==> config.mk <==
export PLATFORM = sky130hd
export DESIGN_NAME = time_keeper
export DESIGN_NICKNAME = d
export VERILOG_FILES = /design/src/rtl/time_pkg.sv /design/src/rtl/time_keeper_tick_gen.sv /design/src/rtl/time_keeper.sv
export SDC_FILE = /design/constraint.sdc
export NUM_CORES = 1
export LEC_CHECK = 0
export CORE_MARGIN = 10
export CORE_UTILIZATION = 38
export CTS_BUF_LIST = sky130_fd_sc_hd__clkbuf_4 sky130_fd_sc_hd__clkbuf_8
export CTS_CLUSTER_DIAMETER = 100
export DETAILED_ROUTE_END_ITERATION = 16
export GPL_TIMING_DRIVEN = 0
export SLEW_MARGIN = 40
export SYNTH_ARGS = -nofsm -noshare
export SYNTH_HDL_FRONTEND = slang
export SYNTH_SLANG_ARGS = --single-unit
export TNS_END_PERCENT = 100
==> constraint.sdc <==
create_clock -name clk -period 5.7 [get_ports clk]
set_input_delay 0.57 -clock clk [delete_from_list [all_inputs] [get_ports clk]]
set_output_delay 0.57 -clock clk [all_outputs]
set_load 0.02 [all_outputs]
==> src/rtl/time_pkg.sv <==
// Shared field widths, limits and time record for the wall-clock path.
// TIME_KEEPER_24H_EN selects 0..23 hours with ampm tied low; default is 12-hour.
package time_pkg;

    localparam int unsigned TIME_W   = 6;
    localparam int unsigned SEC_MAX  = 59;
    localparam int unsigned MIN_MAX  = 59;
    localparam int unsigned HR12_MIN = 1;
    localparam int unsigned HR12_MAX = 12;
    localparam int unsigned HR24_MAX = 23;

    typedef struct packed {
        logic [TIME_W-1:0] hrs;
        logic [TIME_W-1:0] mins;
        logic [TIME_W-1:0] secs;
        logic              ampm;
    } time_t;

`ifdef TIME_KEEPER_24H_EN
    localparam time_t RESET_TIME = '{hrs: '0, mins: '0, secs: '0, ampm: 1'b0};

    function automatic time_t hr_step(input time_t t);
        time_t r;
        r      = t;
        r.hrs  = (t.hrs == TIME_W'(HR24_MAX)) ? '0 : t.hrs + TIME_W'(1);
        r.ampm = 1'b0;
        return r;
    endfunction
`else
    localparam time_t RESET_TIME = '{hrs: TIME_W'(HR12_MAX), mins: '0, secs: '0, ampm: 1'b0};

    // 12 -> 1 wraps without touching ampm; the 11 -> 12 step flips it.
    function automatic time_t hr_step(input time_t t);
        time_t r;
        r     = t;
        r.hrs = (t.hrs == TIME_W'(HR12_MAX)) ? TIME_W'(HR12_MIN) : t.hrs + TIME_W'(1);
        if (t.hrs == TIME_W'(HR12_MAX - 1))
            r.ampm = ~t.ampm;
        return r;
    endfunction
`endif

endpackage

==> src/rtl/time_keeper_tick_gen.sv <==
// Prescaler dividing clk down to one terminal-count pulse per CLK_HZ counted cycles.
module tick_gen #(
    parameter int unsigned CLK_HZ = 100_000_000
) (
    input  logic clk,
    input  logic rst,
    input  logic hold,
    input  logic clr,
    output logic tick_c
);

    localparam int unsigned CNT_W = $clog2(CLK_HZ);
    localparam logic [CNT_W-1:0] TC = CNT_W'(CLK_HZ - 1);

    logic [CNT_W-1:0] cnt;

    // A clear on the terminal cycle swallows the wrap, so no tick escapes.
    assign tick_c = !hold && !clr && (cnt == TC);

    always_ff @(posedge clk) begin
        if (rst || clr)
            cnt <= '0;
        else if (!hold)
            cnt <= (cnt == TC) ? '0 : cnt + CNT_W'(1);
    end

endmodule

==> src/rtl/time_keeper.sv <==
// Real-time clock core: 1 Hz prescaler, h/m/s carry chain, button-driven set mode.
// TIME_KEEPER_24H_EN selects the 24-hour build (see time_pkg).
module time_keeper
    import time_pkg::*;
#(
    parameter int unsigned CLK_HZ = 100_000_000
) (
    input  logic              clk,
    input  logic              rst,
    input  logic              run,
    input  logic              set_mode,
    input  logic              inc_hr,
    input  logic              inc_min,
    input  logic              clr_sec,
    output logic [TIME_W-1:0] hrs,
    output logic [TIME_W-1:0] mins,
    output logic [TIME_W-1:0] secs,
    output logic              ampm,
    output logic              sec_tick
);

    time_t cur;
    time_t nxt;
    logic  tick_c;

    tick_gen #(.CLK_HZ(CLK_HZ)) u_tick_gen (
        .clk    (clk),
        .rst    (rst),
        .hold   (!run || set_mode),
        .clr    (clr_sec),
        .tick_c (tick_c)
    );

    // Counted-second carry chain, then set-mode edits; set mode never sees a tick.
    always_comb begin
        nxt = cur;
        if (clr_sec) begin
            nxt.secs = '0;
        end else if (tick_c) begin
            if (cur.secs == TIME_W'(SEC_MAX)) begin
                nxt.secs = '0;
                if (cur.mins == TIME_W'(MIN_MAX)) begin
                    nxt.mins = '0;
                    nxt      = hr_step(nxt);
                end else begin
                    nxt.mins = cur.mins + TIME_W'(1);
                end
            end else begin
                nxt.secs = cur.secs + TIME_W'(1);
            end
        end
        if (set_mode) begin
            if (inc_hr)
                nxt = hr_step(nxt);
            if (inc_min)
                nxt.mins = (nxt.mins == TIME_W'(MIN_MAX)) ? '0 : nxt.mins + TIME_W'(1);
        end
    end

    always_ff @(posedge clk) begin
        if (rst) begin
            cur      <= RESET_TIME;
            sec_tick <= 1'b0;
        end else begin
            cur      <= nxt;
            sec_tick <= tick_c;
        end
    end

    assign hrs  = cur.hrs;
    assign mins = cur.mins;
    assign secs = cur.secs;
    assign ampm = cur.ampm;

endmodule

==> results of run 1 <==
## placed cells by master, fill, tap and decap left out, types with 6 or more instances in the layout
cell type / n
clkdlybuf4s50_1: 26
xor2_1: 19
clkbuf_1: 6
nand3_1: 20
nand2_1: 29
nor2_1: 45
inv_1: 8
mux2i_1: 6
or3_1: 7
ha_1: 8
nand4_1: 11
xnor2_1: 13
dfxtp_1: 47
and3_1: 9
o21ai_0: 13
a21oi_1: 16
## worst max-delay path: cells and delay by family
kind	cells	cell delay (ps)
mux	1	420
buf+inv	1	550
compound gates	2	180
fa+ha+maj	1	180
simple gates	6	1900
## power by group through the flow
stage	clock network (W)	logic, W	registers, W
3_3_place_gp	0	0.0000519	0.000344
2_1_floorplan	0	0.0000301	0.000346
5_1_grt	0.000237	0.0000581	0.000337
4_1_cts	0.000222	0.0000526	0.000336
6_report	0.000218	0.0000525	0.000336
3_5_place_dp	0	0.0000523	0.000344
## metal layers
layer  global-route usage, %  vias up  part of all wire [%]
li1                        -     1263                     -
met1                    14.3     1154                    46
met4                    4.02        0                   1.5
met2                    19.1       37                    48
met3                    3.59        8                   4.6
met5                       0        -                     0
## state kept, by name (all words and copies together), names as in the netlist
name	cells
u_tick_gen.cnt	27
mins	6
ampm	1
sec_tick	1
hrs	6
secs	6
## area by class of cell
cell class              count  area share, %
repair buffers             26           8.02
clock buffers               5           2.12
inverters                   9           1.04
plain buffers               9           1.16
clock inverters             3          0.694
well taps                  99           3.82
multi-input cells         268           54.2
flip-flops and latches     47           29.0
## logic make-up after synthesis
group,after synthesis,synth area share [%]
flops,47,34.0
compound gates,50,11.4
xor+xnor,32,10.1
buf+inv,18,2.58
simple gates,168,34.5
mux,10,3.80
fa+ha+maj,8,3.62
## path summary, 6_finish.rpt
check / startpoint / to / slack [ps] / cells after the start
max: set_mode / mins[3] / 2140 / 11
min: u_tick_gen.cnt[21] / u_tick_gen.cnt[21] / 520 / 2
max reg2reg: u_tick_gen.cnt[0] / mins[3] / 2520 / 11
min reg2reg: u_tick_gen.cnt[21] / u_tick_gen.cnt[21] / 520 / 2
## stage by stage
stage	instances	util [%]	hold WS (ps)	power [W]
floorplan	333	-	462	0.000376
global placement	458	43.9	487	0.000396
detailed placement	458	43.9	497	0.000396
CTS	466	45.2	513	0.000611
global route	466	45.2	550	0.000632
finish	466	45.2	515	0.000607
==> results.json, run 1 <==
{
  "cts_sinks": 47,
  "start_util_pct": 38.6,
  "grt_max_degree": 17,
  "crit_chain": "clkdlybuf4s50_1, and4b_1, nand4_1, nor3_2, mux2_2, ha_1, and3_1, o21ai_0, a211oi_1, or2_1, nor3b_1",
  "die-area_mm2": 0.0111,
  "htree_num_levels": 2,
  "tightest_slew_ps": 685,
  "synth_cells": 333,
  "io_pins": 27,
  "syn-num-nets": 348,
  "fmax_mhz": 281,
  "gp_congestion": 0.862,
  "setup_viol": 0,
  "numCtsBuffers": 5,
  "clk_pin_slew_ps": 110,
  "overflow": 0,
  "rsz0062_at_grt": "no",
  "clk_latency_ps": 310,
  "seq_power_share_pct": 55.4,
  "ctsHoldBuffers": 0,
  "drive_gt1_share_pct": 8.45,
  "synthTopCellsByCount": "dfxtp_1 (47), nor2_1 (45), nand2_1 (29)",
  "period_share_pct": 62.5,
  "p_int_w": 0.000441,
  "first_global_vias": 2251,
  "cp-start-kind": "input pin",
  "power.share.switching_pct": 27.3,
  "maxCapViolCount": 0,
  "syn_area_per_cell_um2": 8.31,
  "grt_first_pass_wirelength_um": 11000,
  "ctsResizeCount": 0,
  "post_cts_buffers": 0,
  "fin_nets": 381,
  "synth.largest_area_cell": "dfxtp_1",
  "path_max_fanout": 7,
  "synth-seq-cells": 47,
  "synth_edf_count": 0,
  "tns_ps": 0,
  "synthFlopType": "dfxtp_1",
  "rows": 31,
  "critPathRequiredTime_ps": 5930,
  "synth_top_cells_by_area": "dfxtp_1 (34%), nor2_1 (6.1%), xor2_1 (6.0%)",
  "cts_max_path_buffers": 2,
  "post-route-drc-count": 0,
  "routed_via_density": 5.28,
  "drt_iter0_drc": 95,
  "p_switching_w": 0.000165,
  "cpPeakStageDelay_ps": 550,
  "synth.distinct_cells": 57,
  "final.fill_count": 727,
  "cts-root-buf": "clkbuf_8",
  "diodes": 0,
  "cts_tree": "done",
  "crit_arrival_ps": 3790,
  "worst_ir_drop_vdd_v": 0.0000971,
  "antenna_found_initial": 0,
  "drv_slew": 0,
  "syn_area_mm2": 0.00277,
  "wl_um": 6570,
  "worst_slack_ps": 2140,
  "multi_input_area_mm2": 0.00176,
  "status": "complete, no violations",
  "critPathCaptureType": "flip-flop",
  "synth_top_area_share_pct": 34.0,
  "synth_most_common_cell": "dfxtp_1",
  "seq_area_frac_synth_pct": 34.0,
  "grt_usage_pct": 11.7,
  "stdcell_area_mm2": 0.00325,
  "cellLeakagePower_nw": 1.13,
  "critPathKind": "in -> reg",
  "cp_slowest_cell": "clkdlybuf4s50_1",
  "vias": 2462,
  "ys.warnings.count": 0,
  "comb_power_share_pct": 8.7,
  "dpl_worst_slack_ps": 1570,
  "hold_class": "reg -> reg",
  "synthArstFlopShare_pct": 0,
  "dpl_cell_area_mm2": 0.00315,
  "final_antenna_net_count": 0,
  "wl_per_cell_um": 14.1,
  "area_growth_pct": 17.4,
  "ff_latch_area_um2": 941,
  "p_clk_share_pct": 35.9,
  "die_h_um": 105,
  "period_minus_slack_ps": 3560,
  "die_x_um": 105,
  "slew_headroom_pct": 54.0,
  "portBuffers": 26,
  "coreArea_mm2": 0.00718,
  "clock-skew-final_ps": 16.6,
  "finalHoldViolations": 0,
  "dp_hpwl_um": 4940,
  "firstDrtPassIters": 4,
  "power_density_mw_per_mm2": 187
}
Note: power is estimated with default switching activity, not from simulation.
==> inputs of run 2 (changes only) <==
==> constraint.sdc (replaced) <==
create_clock -name clk -period 3.6 [get_ports clk]
set_input_delay 0.36 -clock clk [delete_from_list [all_inputs] [get_ports clk]]
set_output_delay 0.36 -clock clk [all_outputs]
set_load 0.02 [all_outputs]
==> results of run 2 <==
Same layout as run 1 (identical final DEF). Status: complete, no violations.
Main changes from that run: setup slack after placement 1570 ps -> -319 ps; setup slack after layout 2140 ps -> 248 ps; register-to-register setup slack 2520 ps -> 420 ps; total power 0.000607 W -> 0.000960 W; worst IR drop on VDD 0.0000971 V -> 0.000154 V
